<file path="config.mk">
export PLATFORM = sky130hd
export DESIGN_NAME = bios_wd_lpc_target_flat
export DESIGN_NICKNAME = d
export VERILOG_FILES = /design/src/rtl/bios_wd_lpc_target_if.sv /design/src/rtl/bios_wd_lpc_target.sv /design/src/flat_wrapper.sv
export SDC_FILE = /design/constraint.sdc
export NUM_CORES = 1
export LEC_CHECK = 0
export ABC_AREA = 1
export BUFFER_PORTS_ARGS = -buffer_cell sky130_fd_sc_hd__buf_2
export CELL_PAD_IN_SITES_DETAIL_PLACEMENT = 0
export CELL_PAD_IN_SITES_GLOBAL_PLACEMENT = 1
export CORE_MARGIN = 5
export CORE_UTILIZATION = 43
export CTS_BUF_LIST = sky130_fd_sc_hd__clkbuf_8 sky130_fd_sc_hd__clkbuf_16
export CTS_CLUSTER_DIAMETER = 100
export DETAILED_ROUTE_END_ITERATION = 6
export PLACE_DENSITY = 0.9
export SETUP_SLACK_MARGIN = 0.15
export SLEW_MARGIN = 25
export SYNTH_ARGS = -nofsm -noshare
export SYNTH_HDL_FRONTEND = slang
export SYNTH_SLANG_ARGS = --single-unit
</file>
<file path="constraint.sdc">
create_clock -name LpcClock -period 2.2 [get_ports LpcClock]
set_clock_uncertainty 0.05 [all_clocks]
set_input_delay 0.11 -clock LpcClock [delete_from_list [all_inputs] [get_ports LpcClock]]
set_output_delay 0.11 -clock LpcClock [all_outputs]
set_load 0.01 [all_outputs]
</file>
<file path="src/rtl/bios_wd_lpc_target_if.sv">
// LPC bus bundle between the host (master) and an I/O target (slave).
//   LFRAMEn : frame strobe from host, active low
//   LADIn   : LAD nibble as sampled by the target
//   LADOut  : LAD nibble driven by the target
//   LADOe   : target output enable for LAD
interface bios_wd_lpc_target_if;
  logic       LFRAMEn;
  logic [3:0] LADIn;
  logic [3:0] LADOut;
  logic       LADOe;

  modport master (output LFRAMEn, output LADIn, input LADOut, input LADOe);
  modport slave  (input LFRAMEn, input LADIn, output LADOut, output LADOe);
endinterface

</file>
<file path="src/rtl/bios_wd_lpc_target.sv">
// LPC I/O target for the BIOS watchdog control/status port.
//   LpcClock/Reset : LPC clock, synchronous active-high reset
//   lpc            : LFRAMEn/LADIn in, LADOut/LADOe out
//   DPx, BiosFinished, ForceSwap, BiosWDReset : watchdog status for host reads
//   BiosWDReg      : control byte to the watchdog (kick code self-clears)
//   BiosWDWrStrobe : one-cycle pulse per committed write
//   LastWrite      : last committed write byte, readable at ECHO_ADDR
module bios_wd_lpc_target #(
  parameter logic [15:0] BASE_ADDR  = 16'h0C80,
  parameter logic [15:0] ECHO_ADDR  = 16'h0C81,
  parameter logic [7:0]  PULSE_CODE = 8'hAA
) (
  input  logic                       LpcClock,
  input  logic                       Reset,
  bios_wd_lpc_target_if.slave        lpc,
  input  logic [1:0]                 DPx,
  input  logic                       BiosFinished,
  input  logic                       ForceSwap,
  input  logic                       BiosWDReset,
  output logic [7:0]                 BiosWDReg,
  output logic                       BiosWDWrStrobe,
  output logic [7:0]                 LastWrite
);

  localparam int unsigned CNT_W  = 2;
  localparam int unsigned BYTE_W = 8;
  localparam int unsigned NIB_W  = 4;

  typedef enum logic [3:0] {
    ST_IDLE,
    ST_CYCTYPE,
    ST_ADDR,
    ST_WDATA,
    ST_HTAR,
    ST_SYNC,
    ST_RDATA,
    ST_PTAR,
    ST_IGNORE
  } state_e;

  state_e              state_q,    state_d;
  logic [CNT_W-1:0]    cnt_q,      cnt_d;
  logic                is_wr_q,    is_wr_d;
  logic                is_echo_q,  is_echo_d;
  logic [11:0]         addr_q,     addr_d;
  logic [BYTE_W-1:0]   data_q,     data_d;
  logic                lad_oe_q,   lad_oe_d;
  logic [NIB_W-1:0]    lad_out_q,  lad_out_d;
  logic [BYTE_W-1:0]   wd_reg_q,   wd_reg_d;
  logic                strobe_q,   strobe_d;
  logic [BYTE_W-1:0]   last_q,     last_d;

  logic                frame_start;
  logic                frame_abort;
  logic [15:0]         addr_full;
  logic [BYTE_W-1:0]   status_byte;

  assign frame_start = !lpc.LFRAMEn && (lpc.LADIn == 4'h0);
  assign frame_abort = !lpc.LFRAMEn && (lpc.LADIn == 4'hF);
  assign addr_full   = {addr_q, lpc.LADIn};
  assign status_byte = {3'b000, BiosWDReset, ForceSwap, BiosFinished, DPx};

  // Next-state and registered-output computation.
  always_comb begin
    state_d   = state_q;
    cnt_d     = cnt_q;
    is_wr_d   = is_wr_q;
    is_echo_d = is_echo_q;
    addr_d    = addr_q;
    data_d    = data_q;
    lad_oe_d  = lad_oe_q;
    lad_out_d = lad_out_q;
    last_d    = last_q;
    strobe_d  = 1'b0;
    // The kick code is only ever shown for the single cycle after its commit.
    wd_reg_d  = (wd_reg_q == PULSE_CODE) ? 8'h00 : wd_reg_q;

    if (frame_start) begin
      state_d   = ST_CYCTYPE;
      lad_oe_d  = 1'b0;
      lad_out_d = 4'hF;
    end else if (!lpc.LFRAMEn) begin
      // ABORT goes idle; any other start code belongs to another cycle type.
      state_d   = frame_abort ? ST_IDLE : ST_IGNORE;
      lad_oe_d  = 1'b0;
      lad_out_d = 4'hF;
    end else begin
      case (state_q)
        ST_IDLE: ;
        ST_CYCTYPE: begin
          cnt_d = '0;
          if (lpc.LADIn[3:1] == 3'b000) begin
            is_wr_d = 1'b0;
            state_d = ST_ADDR;
          end else if (lpc.LADIn[3:1] == 3'b001) begin
            is_wr_d = 1'b1;
            state_d = ST_ADDR;
          end else begin
            state_d = ST_IGNORE;
          end
        end
        ST_ADDR: begin
          addr_d = {addr_q[7:0], lpc.LADIn};
          cnt_d  = cnt_q + CNT_W'(1);
          if (cnt_q == CNT_W'(3)) begin
            cnt_d = '0;
            if (addr_full == BASE_ADDR || addr_full == ECHO_ADDR) begin
              is_echo_d = (addr_full == ECHO_ADDR);
              state_d   = is_wr_q ? ST_WDATA : ST_HTAR;
            end else begin
              state_d = ST_IGNORE;
            end
          end
        end
        ST_WDATA: begin
          if (cnt_q == '0) begin
            data_d[3:0] = lpc.LADIn;
            cnt_d       = CNT_W'(1);
          end else begin
            data_d[7:4] = lpc.LADIn;
            cnt_d       = '0;
            state_d     = ST_HTAR;
          end
        end
        ST_HTAR: begin
          if (cnt_q == '0) begin
            cnt_d = CNT_W'(1);
          end else begin
            cnt_d     = '0;
            state_d   = ST_SYNC;
            lad_oe_d  = 1'b1;
            lad_out_d = 4'h0;
          end
        end
        ST_SYNC: begin
          if (is_wr_q) begin
            // Echo-port writes complete on the bus but never reach the watchdog.
            if (!is_echo_q) begin
              wd_reg_d = data_q;
              last_d   = data_q;
              strobe_d = 1'b1;
            end
            state_d   = ST_PTAR;
            lad_out_d = 4'hF;
          end else begin
            // Read data is frozen here so RDATA nibbles come from one snapshot.
            data_d    = is_echo_q ? last_q : status_byte;
            lad_out_d = is_echo_q ? last_q[3:0] : status_byte[3:0];
            cnt_d     = '0;
            state_d   = ST_RDATA;
          end
        end
        ST_RDATA: begin
          if (cnt_q == '0) begin
            lad_out_d = data_q[7:4];
            cnt_d     = CNT_W'(1);
          end else begin
            lad_out_d = 4'hF;
            cnt_d     = '0;
            state_d   = ST_PTAR;
          end
        end
        ST_PTAR: begin
          lad_oe_d  = 1'b0;
          lad_out_d = 4'hF;
          state_d   = ST_IDLE;
        end
        ST_IGNORE: ;
        default: begin
          state_d   = ST_IDLE;
          lad_oe_d  = 1'b0;
          lad_out_d = 4'hF;
        end
      endcase
    end
  end

  // State and output registers; reset overrides every same-cycle event.
  always_ff @(posedge LpcClock) begin
    if (Reset) begin
      state_q   <= ST_IDLE;
      cnt_q     <= '0;
      is_wr_q   <= 1'b0;
      is_echo_q <= 1'b0;
      addr_q    <= '0;
      data_q    <= '0;
      lad_oe_q  <= 1'b0;
      lad_out_q <= 4'hF;
      wd_reg_q  <= '0;
      strobe_q  <= 1'b0;
      last_q    <= '0;
    end else begin
      state_q   <= state_d;
      cnt_q     <= cnt_d;
      is_wr_q   <= is_wr_d;
      is_echo_q <= is_echo_d;
      addr_q    <= addr_d;
      data_q    <= data_d;
      lad_oe_q  <= lad_oe_d;
      lad_out_q <= lad_out_d;
      wd_reg_q  <= wd_reg_d;
      strobe_q  <= strobe_d;
      last_q    <= last_d;
    end
  end

  assign lpc.LADOe      = lad_oe_q;
  assign lpc.LADOut     = lad_out_q;
  assign BiosWDReg      = wd_reg_q;
  assign BiosWDWrStrobe = strobe_q;
  assign LastWrite      = last_q;

endmodule
</file>
<file path="src/flat_wrapper.sv">
// flat-port wrapper written by rule: the top's interface ports become plain ports
module bios_wd_lpc_target_flat 
#(
  parameter logic [15:0] BASE_ADDR  = 16'h0C80,
  parameter logic [15:0] ECHO_ADDR  = 16'h0C81,
  parameter logic [7:0]  PULSE_CODE = 8'hAA
)
  (LpcClock, Reset, DPx, BiosFinished, ForceSwap, BiosWDReset, BiosWDReg, BiosWDWrStrobe, LastWrite, lpc_LFRAMEn, lpc_LADIn, lpc_LADOut, lpc_LADOe);
  bios_wd_lpc_target_if lpc_i ();
  input  logic LpcClock;
  input  logic Reset;
  input  logic [1:0] DPx;
  input  logic BiosFinished;
  input  logic ForceSwap;
  input  logic BiosWDReset;
  output logic [7:0] BiosWDReg;
  output logic BiosWDWrStrobe;
  output logic [7:0] LastWrite;
  input wire logic [$bits(lpc_i.LFRAMEn)-1:0] lpc_LFRAMEn;
  input wire logic [$bits(lpc_i.LADIn)-1:0] lpc_LADIn;
  output wire logic [$bits(lpc_i.LADOut)-1:0] lpc_LADOut;
  output wire logic [$bits(lpc_i.LADOe)-1:0] lpc_LADOe;
  assign lpc_i.LFRAMEn = lpc_LFRAMEn;
  assign lpc_i.LADIn = lpc_LADIn;
  assign lpc_LADOut = lpc_i.LADOut;
  assign lpc_LADOe = lpc_i.LADOe;
  bios_wd_lpc_target #(.BASE_ADDR(BASE_ADDR), .ECHO_ADDR(ECHO_ADDR), .PULSE_CODE(PULSE_CODE)) u_core (.LpcClock(LpcClock), .Reset(Reset), .lpc(lpc_i), .DPx(DPx), .BiosFinished(BiosFinished), .ForceSwap(ForceSwap), .BiosWDReset(BiosWDReset), .BiosWDReg(BiosWDReg), .BiosWDWrStrobe(BiosWDWrStrobe), .LastWrite(LastWrite));
endmodule
</file>
==> results of run 1 <==
-- worst max-delay path, cell delays in order, from the launching register on --
cell and delay (ps):
sky130_fd_sc_hd__dfxtp_1 430, sky130_fd_sc_hd__inv_2 80, sky130_fd_sc_hd__nor2_4 150, sky130_fd_sc_hd__nand2_4 100, sky130_fd_sc_hd__inv_6 120, sky130_fd_sc_hd__nand4_4 250, sky130_fd_sc_hd__o21ai_0 320, sky130_fd_sc_hd__nor2_1 70
-- layout make-up --
cell class	count	area share (%)
clock buffers	6	2.91
well taps	72	3.17
clock inverters	2	1.37
flip-flops and latches	50	35.2
multi-input cells	269	45.3
repair buffers	36	6.61
inverters	38	5.37
-- flip-flops by register name, summed over array words and instances, names as in the netlist --
register and count:
u_core.is_echo_q 1, u_core.data_q 8, u_core.state_q 4, u_core.is_wr_q 1
u_core.lpc.LADOe 1, u_core.BiosWDReg 8, u_core.addr_q 12, u_core.lpc.LADOut 4
u_core.BiosWDWrStrobe 1, u_core.cnt_q 2, u_core.LastWrite 8
-- per-layer routing --
metal,vias up,global-route usage [%]
li1,1237,-
met1,1067,22.8
met2,45,29.9
met3,7,3.71
met4,0,3.97
met5,-,0
-- placed cells by master, fill, tap and decap left out, types with 3 or more instances in the layout --
| cell type | synthesis | routed |
|---|---|---|
| sky130_fd_sc_hd__nand2_1 | 103 | 103 |
| sky130_fd_sc_hd__dfxtp_1 | 50 | 50 |
| sky130_fd_sc_hd__nor2_1 | 49 | 49 |
| sky130_fd_sc_hd__buf_2 | 5 | 33 |
| sky130_fd_sc_hd__inv_1 | 31 | 31 |
| sky130_fd_sc_hd__a21oi_1 | 30 | 30 |
| sky130_fd_sc_hd__nand3_1 | 29 | 29 |
| sky130_fd_sc_hd__o21ai_0 | 26 | 26 |
| sky130_fd_sc_hd__nand2_2 | 6 | 6 |
| sky130_fd_sc_hd__clkbuf_8 | 0 | 6 |
| sky130_fd_sc_hd__inv_2 | 5 | 5 |
| sky130_fd_sc_hd__a21oi_2 | 4 | 4 |
| sky130_fd_sc_hd__nor3_1 | 4 | 4 |
| sky130_fd_sc_hd__nor2_4 | 3 | 3 |
| sky130_fd_sc_hd__nand4_4 | 3 | 3 |
| sky130_fd_sc_hd__nand4_1 | 3 | 3 |
| sky130_fd_sc_hd__buf_4 | 1 | 3 |
-- worst min path at each step --
stage / from / to / slack [ps] / depth (start not counted)
2_1_floorplan: lpc_LADIn[0] / u_core.addr_q[0] / 220 / 2
3_3_place_gp: lpc_LADIn[1] / u_core.addr_q[1] / 360 / 3
3_5_place_dp: lpc_LADIn[1] / u_core.addr_q[1] / 360 / 3
4_1_cts: lpc_LADIn[1] / u_core.addr_q[1] / 30 / 3
5_1_grt: lpc_LADIn[0] / u_core.addr_q[0] / 60 / 3
6_report: lpc_LADIn[1] / u_core.addr_q[1] / 40 / 3
-- metrics by stage --
step           instance area [um2]  hold WS, ps  utilization (%)  total power (uW)  std cells
6_report                      2840         36.1             51.0              1720        473
5_1_grt                       2840         58.7             51.0              1790        473
3_3_place_gp                  2720          362             48.8              1040        465
3_5_place_dp                  2720          363             48.8              1040        465
4_1_cts                       2840         27.2             51.0              1730        473
2_1_floorplan                 2500          224                -              1000        368
-- cells by family (layout without fill, tap and decap cells) --
kind of cell,after synthesis,after routing
and+or+nand+nor,207,207
adders and majority gates,2,2
buffers and inverters,49,82
DFF,50,50
AOI/OAI and AO/OA,60,60
-- power by group through the flow --
stage               combinational [uW]  sequential (uW)  clock [uW]
floorplan                         65.4              937           0
global placement                   101              937           0
detailed placement                99.9              937           0
CTS                                100              916         717
global route                       113              917         758
finish                             100              916         704
==> metrics list, run 1 <==
- The run finished with clean final reports.
* Number of clock sinks: 50
- The synthesized design contains 0 enable-type register cells.
- Library cell occupying the most area in the post-synthesis netlist: sky130_fd_sc_hd__dfxtp_1
- Proportion of synthesized area in mux cells: 0%
- Synthesis produced a netlist whose cell count is 368.
- Placeable core region: 0.00557 mm2
- Routed wire per std cell: 13.3 um
- Count of input and output buffers: 33
- Register area share after synthesis: 40.0%
* Total standard cell area after synthesis: 0.00250 mm2
- Clock slew seen by the registers of the worst setup and hold paths: 100 ps
- Count of standard-cell rows: 27
- Simple-gate share of the synthesized area: a little under two fifths
- Number of endpoints with negative hold slack in the final report: 0
- Die area: 0.00744 mm2
- Yosys Warn Count: 0
- Cell internal power was estimated by the tool at ~1300 uW.
- After clock tree synthesis, the flow added hold-fix buffers numbering 0.
- For this configuration, the core starts out at a cell density of 44.8%.
- Layout fillers: 590
- Clock Power Share: 40.9%
* Synth Area in XOR/XNOR: 0%
- Number of antenna violations at the first check in global routing: 0
- The number of antenna diodes in the final layout is 0.
- Setup repair after global routing left no endpoint under its margin.
- Pin slew with the least headroom to its limit: 537 ps
- Switching power as a share of total power: between 20% and 30%
* Seq cells post-synth: 50
* Setup crit end: u_core.LastWrite[3]
* Relative slew slack: 64.2%
- STA classifies the critical path endpoint as a flip-flop.
* Final setup fails: 0
* Critical path launch point: u_core.state_q[2]
* FMAX: 596 MHz
- In this run the count of I/O pins placed on the die edge is 34.
* R2R depth: 7
* Min setup slack post-route: 521 ps
- The detailed router put a total of 2940 um of wire on met1.
- Cell area power density: 606 mW/mm2
* Routed vias: 2356
* Nets in the synthesized netlist: 382
- Share of cells above drive strength 1: 18.2%
- The detail route stage leaves a number of antenna-violating nets equal to 0.
- Total length of routed met2 wires: 2960 um
- For this run, the total global-route usage over all layers was measured as between 15 and 20%.
* Total Wirelength: 6290 um
* Multi-input logic area: 0.00129 mm2
* Final total negative setup slack: 0 ps
* Via count of the first global-routing pass: 2277
- H-tree level count: 2
- The congestion estimate from routability-driven global placement came to 0.809.
- Adder-cell area share of the yosys netlist: 1.00%
- In this run the critical register-to-register path is captured at u_core.LastWrite[3].
- Vertical die dimension: 86.2 um
* Worst slack, placed: 522 ps
- Startpoint kind of the worst setup timing path: flip-flop
- Critical Setup Path Class: flip-flop to flip-flop
- For the worst setup path, the data arrival time is 1820 ps.
* Fraction of synthesis flops using an asynchronous set or reset pin: 0%
* Clock tree from TritonCTS: yes
- The most used flip-flop cell after synthesis is sky130_fd_sc_hd__dfxtp_1.
- The detailed router finished its first iteration with 128 violations.
- Residual overflow from global routing: 0
- Final critical path time including I/O delays and setup: 1680 ps
* Area share of the largest cell type after synthesis: 40.0%
- Yosys cell types: 26
- Max Used Layer: met4
- The setup check on the worst reg-to-reg path leaves a slack of 520 ps.
* Path class of the lowest-slack min-delay path: primary input to flip-flop
- IR analysis of the VDD net gives a maximum drop of 0.298 mV.
- Post CTS Setup Buffer Count: 0
- Syn avg cell area: 6.79 um2
* Sequential share of power: 53.2%
* DP Wirelength: roughly 4700 um
* Total count of max-transition violations in the final report: 0
- Most numerous cell types in the synthesized netlist: 103 x sky130_fd_sc_hd__nand2_1, 50 x sky130_fd_sc_hd__dfxtp_1, 49 x sky130_fd_sc_hd__nor2_1
* Global-route wire length before repair: 10600 um
- Area fraction in compound gates after synthesis: 12.6%
- Tcrit/Tclk final: 76.3%
* Insertion delay of the later-clocked pin in the worst-skew pair: 300 ps
* Chip width: 86.2 um
- After detailed routing, the number of remaining DRC violations is 0.
* Worst EP required: 2340 ps
- The area growth from synthesis to layout is 13.6%.
* Flip-flop and latch area: about 0.0010 mm2
* Number of maximum-capacitance violations: 0
- Number of CTS-inserted buffers: 5
- Largest net degree at the start of global routing: 26
- After detailed routing, the number of vias per cell comes to 4.98.
- Main combinational cell family by area after synthesis: simple AND/OR/NAND/NOR gates
- Cell chosen for the clock root: sky130_fd_sc_hd__clkbuf_8
- Total leakage power: 0.00131 uW
- The first TritonRoute pass finished after 4 iterations.
- Summed over all nets, wire length on met3 after detailed routing comes to 306 um.
- CP max FO: 17
- In this run the power spent charging and discharging nets is 407 uW.
* Largest cells by area after synthesis: sky130_fd_sc_hd__dfxtp_1 40%, sky130_fd_sc_hd__nand2_1 15%, sky130_fd_sc_hd__nor2_1 7.4%
- Per report_power, the combinational group accounts for between 5 and 6% of the total.
- Launch point of the worst reg-to-reg path: u_core.state_q[2]
- The clock passes through at most 2 buffers.
- Once the clock tree was built, the resizer swapped 0 gates to a different size.
- Most frequently used cell type in the post-synthesis netlist: sky130_fd_sc_hd__nand2_1
- Post-layout nets: 414
Note: power is estimated with default switching activity, not from simulation.
==> run 2: changes to the inputs <==
- CORE_UTILIZATION: 43 -> 40
- PLACE_DENSITY: 0.9 -> 0.85
- clock period: 2.2 -> 1.6 ns (I/O delays scaled with it)
==> run 2 against run 1 <==
Effect of this change:
- clock power increased by 36%
- setup slack got worse by 400 ps
- cell count increased by 5.1%
- non-clock buffer count increased by 20
- count of clock-buffer cells in the layout unchanged
- worst hold slack got worse by 15 ps
- die area increased by 6.6%
- wire length increased by 6.1%
- critical endpoint is now u_core.BiosWDReg[7]
==> metrics list, run 2 (synthesized netlist as in run 1, its figures left out) <==
- The flow ran to the end, and the final reports show no timing, DRC or antenna violations.
- The die extent in y was 89.1 um (+3.3%).
- Initial cell density of the core: 41.7% (-3.1 points)
- The count of endpoints failing hold in the final timing report is 0 (unchanged).
- Number of antenna diodes: 0 (unchanged)
- Number of vias per cell: 4.98 (about the same)
* Pin slew with the least headroom to its limit: 396 ps (-141 ps)
- The area of the die came to 0.00793 mm2 (+6.6%).
- The average wire per cell in the routed design is 13.4 um (+0.98%).
* Total Wirelength: 6680 um (+6.1%)
* Launch point of the worst reg-to-reg path: u_core.state_q[2]
- The top fanout value on the critical path is 8 (-9).
- In the layout the commonest cells are 91 x sky130_fd_sc_hd__nand2_1, 48 x sky130_fd_sc_hd__nor2_1, 46 x sky130_fd_sc_hd__dfxtp_1.
* Final total negative setup slack: 0 ps (unchanged)
- Setup repair after global routing could not meet its margin everywhere.
- The number of optimization iterations in the first detailed-route pass was 4 (unchanged).
- Grt met3 use: 3.32% (-0.39 points)
* Worst EP required: 1740 ps (-600 ps)
- Layout fillers: 597 (+1.2%)
- The remaining max-slew budget at the tightest pin is 73.6% (+9.4 points).
- The worst IR drop on VDD was 0.466 mV (+57%).
* Residual overflow from global routing: 0 (unchanged)
- Reg with most FFs: u_core.addr_q
- The arrival time reported for the critical path endpoint came to 1620 ps (-200 ps).
- H-tree level count: 2 (unchanged)
- Number of clock sinks: 50 (unchanged)
- The via count of the first global-routing pass came to 2284 (+0.31%).
- Count of input and output buffers: 33 (unchanged)
* Final critical path time including I/O delays and setup: 1480 ps (-199 ps)
* Cells traversed along the worst timing path: inv_4 > nor2_4 > nand2_4 > inv_6 > nand4_4 > buf_12 > buf_8 > nand3_2 > a21oi_2
- Routed vias: 2476 (+5.1%)
- The met2 demand-to-capacity share in global routing came to 27.9% (-2.1 points).
- Post-layout nets: 435 (+5.1%)
- Total leakage power: 0.00147 uW (+11%)
- The total half-perimeter wirelength after legalization and detailed placement is 4860 um (+3.5%).
- The area growth from synthesis to layout is 28.0%.
- FMAX: 675 MHz (+13%)
- STA classifies the critical path startpoint as a flip-flop.
* Total count of max-transition violations in the final report: 0 (unchanged)
* Count of standard-cell rows: 28 (+3.7%)
* Buffer depth of the longest clock path: 2 (unchanged)
* Worst hold start: lpc_LADIn[0]
* Clock slew seen by the registers of the worst setup and hold paths: 100 ps (about the same)
- The die outline width is 89.1 um (+3.3%).
- Tcrit/Tclk final: 92.5% (+16 points)
- The area of the core is 0.00599 mm2 (+7.5%).
- The setup violation total in the final timing report was 0 (unchanged).
- The clock network latency to the later pin of the worst-skew pair was 300 ps (about the same).
- Met1 routing resource usage after global routing: 22.0% (-0.79 points)
- Critical Setup Path Class: flip-flop to flip-flop
- The final routed DRC violation total is 0 (unchanged).
- The critical path starts at u_core.state_q[2].
- The power density over cell area is 744 mW/mm2 (+23%).
- Cell chosen for the clock root: sky130_fd_sc_hd__clkbuf_8
- The total power was 2380 uW (+38%).
- The number of maximum-capacitance violations was 0 (unchanged).
- Final weighted congestion of routability-driven global placement: 0.821 (+1.4%)
- Largest net degree at the start of global routing: 17 (-35%)
* Global-route wire length before repair: 10400 um (-1.8%)
* Remaining antenna violation count after routing: 0 (unchanged)
- The CTS buffer count is 5 (unchanged).
* Flip-flop count of the largest register, all copies and words added: 12 (unchanged)
- 1st-iter DRT viols: 140 (+9.4%)
- Maximum cell stage delay along the critical path: 400 ps (-30 ps)
* Number of antenna violations at the first check in global routing: 0 (unchanged)
* GRT Resource Usage Total: 16.5% (-1.0 points)
* Clock tree from TritonCTS: yes
- The worst setup path is captured at a flip-flop.
* Most common cell after layout, fill and taps aside: sky130_fd_sc_hd__nand2_1
- Share of cells above drive strength 1: 29.6% (+11 points)
- Path class of the lowest-slack min-delay path: primary input to flip-flop
- For this design, the slowest cell found on the critical path is sky130_fd_sc_hd__dfxtp_4.
- The number of primary I/O pins came to 34 (unchanged).
- Peak-usage layer in the global routing report: met2
[run 2: cell count changes in the layout (fill, tap and decap cells not counted), moves of 7 or more]
cell	change
sky130_fd_sc_hd__nand2_1	-12
sky130_fd_sc_hd__buf_4	+14
sky130_fd_sc_hd__o21ai_1	+9
sky130_fd_sc_hd__o21ai_0	-9
sky130_fd_sc_hd__a21oi_1	-7
sky130_fd_sc_hd__nand2_2	+8
[run 2: where the power goes]
part	internal (uW)	switching [uW]
logic	57.4	110
registers	1250	9.65
clock network	515	441
[run 2: critical path, delay by kind of cell (launching register included)]
kind / cells / cell delay, ps
compound gates: 1 / 50
buf+inv: 4 / 430
flops: 1 / 400
simple gates: 4 / 420
[run 2: timing repair]
action | in CTS | in global routing
hold buffers | 0 | 0
pin swaps | 0 | 18
gates resized for setup | 7 | 56
endpoints found under the setup margin | 36 | 46
buffers inserted | 0 | 6
cloned | 0 | 1
[run 2: routing by layer]
metal  up-vias  routed length (um)  share of wire (%)
li1       1285                   -                  -
met1      1121                3020                 45
met2        62                3240                 48
met3         8                 339                5.1
met4         0                  77                1.2
met5         -                   0                  0
[run 2: through the flow]
step	area [um2]	util [%]	setup slack [ps]	cells	hold slack, ps
floorplan	2500	-	255	368	194
CTS	2980	49.7	138	490	11.8
global placement	2840	47.4	83.5	482	330
finish	3200	53.4	120	497	21.6
global route	3200	53.4	42.6	497	33.5
detailed placement	2840	47.4	77.4	482	341
[run 2: worst paths after layout]
path / to / slack [ps] / cells past startpoint
max: u_core.BiosWDReg[7] / 120 / 9
min: u_core.addr_q[0] / 20 / 3
max reg2reg: u_core.BiosWDReg[7] / 120 / 9
min reg2reg: u_core.addr_q[8] / 420 / 2
[run 2: cell type report]
class,count,area [um2],area share [%]
multi-input combinational,269,1430,44.6
clock inverter,2,38.8,1.21
tap,75,93.8,2.93
inverter,38,163,5.08
sequential,50,1010,31.7
clock buffer,6,82.6,2.58
timing repair buffer,56,373,11.7
timing repair inverter,1,8.76,0.274
==> run 3: changes to the inputs <==
- RECOVER_POWER: unset -> 25
==> run 3 against run 2 <==
Effect of this change:
- wire length increased by 0.69%
- critical path depth unchanged
- flip-flop and latch count unchanged
- power increased by 0.25%
- design area decreased by 0.70%
- first-iteration DRC count decreased by 3.6%
- combinational power about the same
- cell count unchanged
==> metrics list, run 3 (synthesized netlist as in run 1, its figures left out) <==
* Layout Utilization: 53.0% (-0.38 points)
- Buffer depth of the longest clock path: 2 (unchanged)
* Final total negative setup slack: 0 ps (unchanged)
* Routed vias: 2446 (-1.2%)
- Share of cells above drive strength 1: 25.4% (-4.3 points)
* Worst R2R End: u_core.BiosWDReg[7]
- FMAX: 672 MHz (-0.57%)
- The quantity of hold-fixing buffers added after cts was 0 (unchanged).
- Number of antenna diodes: 0 (unchanged)
- Residual overflow from global routing: 0 (unchanged)
- The final number of max-transition violations was 0 (unchanged).
- TritonRoute pass-1 iters: 4 (unchanged)
- The wire length of the first global-routing pass came to 10400 um (unchanged).
- The library cell used most frequently in the layout, excluding fill and tap cells, is sky130_fd_sc_hd__nand2_1.
- The run finished with clean final reports.
- The remaining max-slew budget at the tightest pin came to 72.9% (-0.72 points).
- The area of the die was 0.00793 mm2 (unchanged).
- Worst slack, placed: 77.4 ps (unchanged)
* Critical path launch point: u_core.state_q[2]
- Clock Power Share: 40.3% (about the same)
* Remaining antenna violation count after routing: 0 (unchanged)
- Slack of the worst reg-to-reg path: 110 ps (about the same)
* Count of standard-cell rows: 28 (unchanged)
- Among all stages on the critical path, the largest delay is contributed by sky130_fd_sc_hd__dfxtp_4.
* Final weighted congestion of routability-driven global placement: 0.821 (unchanged)
- Reg with most FFs: u_core.addr_q
* Count of input and output buffers: 33 (unchanged)
- Clock tree from TritonCTS: yes
- Number of vias per cell: 4.92 (-1.2%)
- P_sw: 567 uW (+1.1%)
* Min setup slack post-route: 111 ps (-8.50 ps)
- The arrival time reported for the critical path endpoint was 1630 ps (about the same).
* Cell chosen for the clock root: sky130_fd_sc_hd__clkbuf_8
* Pin slew with the least headroom to its limit: 407 ps (+10.8 ps)
* Cell area power density: 751 mW/mm2 (+0.96%)
- Total Wirelength: 6720 um (+0.69%)
- Number of CTS-inserted buffers: 5 (unchanged)
- The worst setup path is captured at a flip-flop.
- The total power was 2390 uW (+0.25%).
- The starting density of the core is 41.7% (unchanged).
* Startpoint kind of the worst setup timing path: flip-flop
- The startpoint identified for the worst register-to-register timing path is u_core.state_q[2].
- DP Wirelength: 4860 um (unchanged)
- Cells traversed along the worst timing path: inv_4 > nor2_4 > nand2_4 > inv_6 > nand4_4 > buf_12 > buf_8 > nand3_2 > a21oi_2
- Flip-flop count of the largest register, all copies and words added: 12 (unchanged)
- The sequential cell area in the final layout is 0.00101 mm2 (unchanged).
- In this run the worst hold path is classified as primary input to flip-flop.
* Tcrit/Tclk final: 93.1% (+0.53 points)
- The clock-pin transition on the worst setup and hold timing paths was 100 ps (about the same).
* GRT Resource Usage Total: 16.5% (unchanged)
- The H-tree level count was 2 (unchanged).
* Worst EP required: 1740 ps (about the same)
- Setup crit end: u_core.BiosWDReg[7]
- The die extent in y came to 89.1 um (unchanged).
* Post-layout nets: 435 (unchanged)
- The count of routing violations after the opening detailed-route iteration is 135 (-3.6%).
- Unrepaired setup endpoints after global routing: true
* Maximum cell stage delay along the critical path: 400 ps (about the same)
* Final critical path time including I/O delays and setup: 1490 ps (+8.50 ps)
* Internal power component: 1820 uW (about the same)
* Most frequent cells in the layout: 91 x sky130_fd_sc_hd__nand2_1, 48 x sky130_fd_sc_hd__nor2_1, 46 x sky130_fd_sc_hd__dfxtp_1
* Number of clock sinks: 50 (unchanged)
- R2R depth: 9 (unchanged)
- Multi-input logic area: 0.00143 mm2 (unchanged)
* Via count of the first global-routing pass: 2284 (unchanged)
* Number of maximum-capacitance violations: 0 (unchanged)
* Layout Area Growth over Synthesis: 27.1%
- The filler cell count was 607 (+1.7%).
- Total leakage power: 0.00140 uW (-4.5%)
- The average wire per cell in the routed design came to 13.5 um (+0.69%).
* Placeable core region: 0.00599 mm2 (unchanged)
- The largest net degree at the start of global routing came to 17 (unchanged).
- The final routed DRC violation total is 0 (unchanged).
* CP max FO: 8 (unchanged)
- IR Drop Worst-Case VDD: 0.465 mV (-0.29%)
* Chip width: 89.1 um (unchanged)
- The part of the power in registers was 52.7% (about the same).
* Critical Setup Path Class: flip-flop to flip-flop
- The switching part of the total power is 23.8% (+0.20 points).
- Insertion delay of the later-clocked pin in the worst-skew pair: 300 ps (about the same)
* Final setup fails: 0 (unchanged)
* Number of antenna violations at the first check in global routing: 0 (unchanged)
- I/O pin count: 34 (unchanged)
- The logic gate share of total power was 7.0% (about the same).
* Number of endpoints with negative hold slack in the final report: 0 (unchanged)
[run 3: what timing repair did]
item                                    CTS  global route
cloned                                    0             1
endpoints found under the setup margin   36            46
setup buffers                             0             6
pin swaps                                 0            18
resized for setup                         7            56
[run 3: critical path: cells and delay by family (launching register included)]
| kind | cells | cell delay [ps] |
|---|---|---|
| buffers and inverters | 4 | 430 |
| and+or+nand+nor | 4 | 420 |
| DFF | 1 | 400 |
| AOI/OAI and AO/OA | 1 | 60 |
[run 3: through the flow]
step | std cells | hold slack [ps] | cell area, um2
2_1_floorplan | 368 | 194 | 2500
3_3_place_gp | 482 | 330 | 2840
3_5_place_dp | 482 | 341 | 2840
4_1_cts | 490 | 11.8 | 2980
5_1_grt | 497 | 33.5 | 3180
6_report | 497 | 21.3 | 3180
[run 3: cell type report]
cell class	count	area share, %
clock buffer	6	2.60
multi-input combinational	269	44.9
timing repair inverter	1	0.276
inverter	38	5.12
tap	75	2.95
sequential	50	31.9
timing repair buffer	56	11.0
clock inverter	2	1.22
[run 3: how the worst min path moves through the flow]
| stage | slack, ps | from | cells after the start | end |
|---|---|---|---|---|
| floorplan | 190 | lpc_LADIn[0] | 2 | u_core.addr_q[0] |
| global route | 30 | lpc_LADIn[0] | 3 | u_core.addr_q[0] |
| finish | 20 | lpc_LADIn[0] | 3 | u_core.addr_q[0] |
| CTS | 10 | lpc_LADIn[0] | 3 | u_core.addr_q[0] |
| global placement | 330 | lpc_LADIn[0] | 3 | u_core.addr_q[0] |
| detailed placement | 340 | lpc_LADIn[0] | 3 | u_core.addr_q[0] |
[run 3: routing by layer]
layer / track usage [%] / up-vias / part of all wire (%) / wire length (um)
li1: - / 1282 / - / -
met1: 22.0 / 1086 / 45 / 3040
met2: 27.9 / 70 / 47 / 3180
met3: 3.32 / 8 / 6.3 / 425
met4: 3.25 / 0 / 1.1 / 73
met5: 0 / - / 0 / 0
[run 3: power groups by stage]
stage          clock [uW]  combinational, uW  sequential, uW
6_report              962                167            1260
5_1_grt              1030                186            1260
4_1_cts               978                153            1260
3_5_place_dp            0                151            1290
3_3_place_gp            0                152            1290
2_1_floorplan           0               89.9            1290
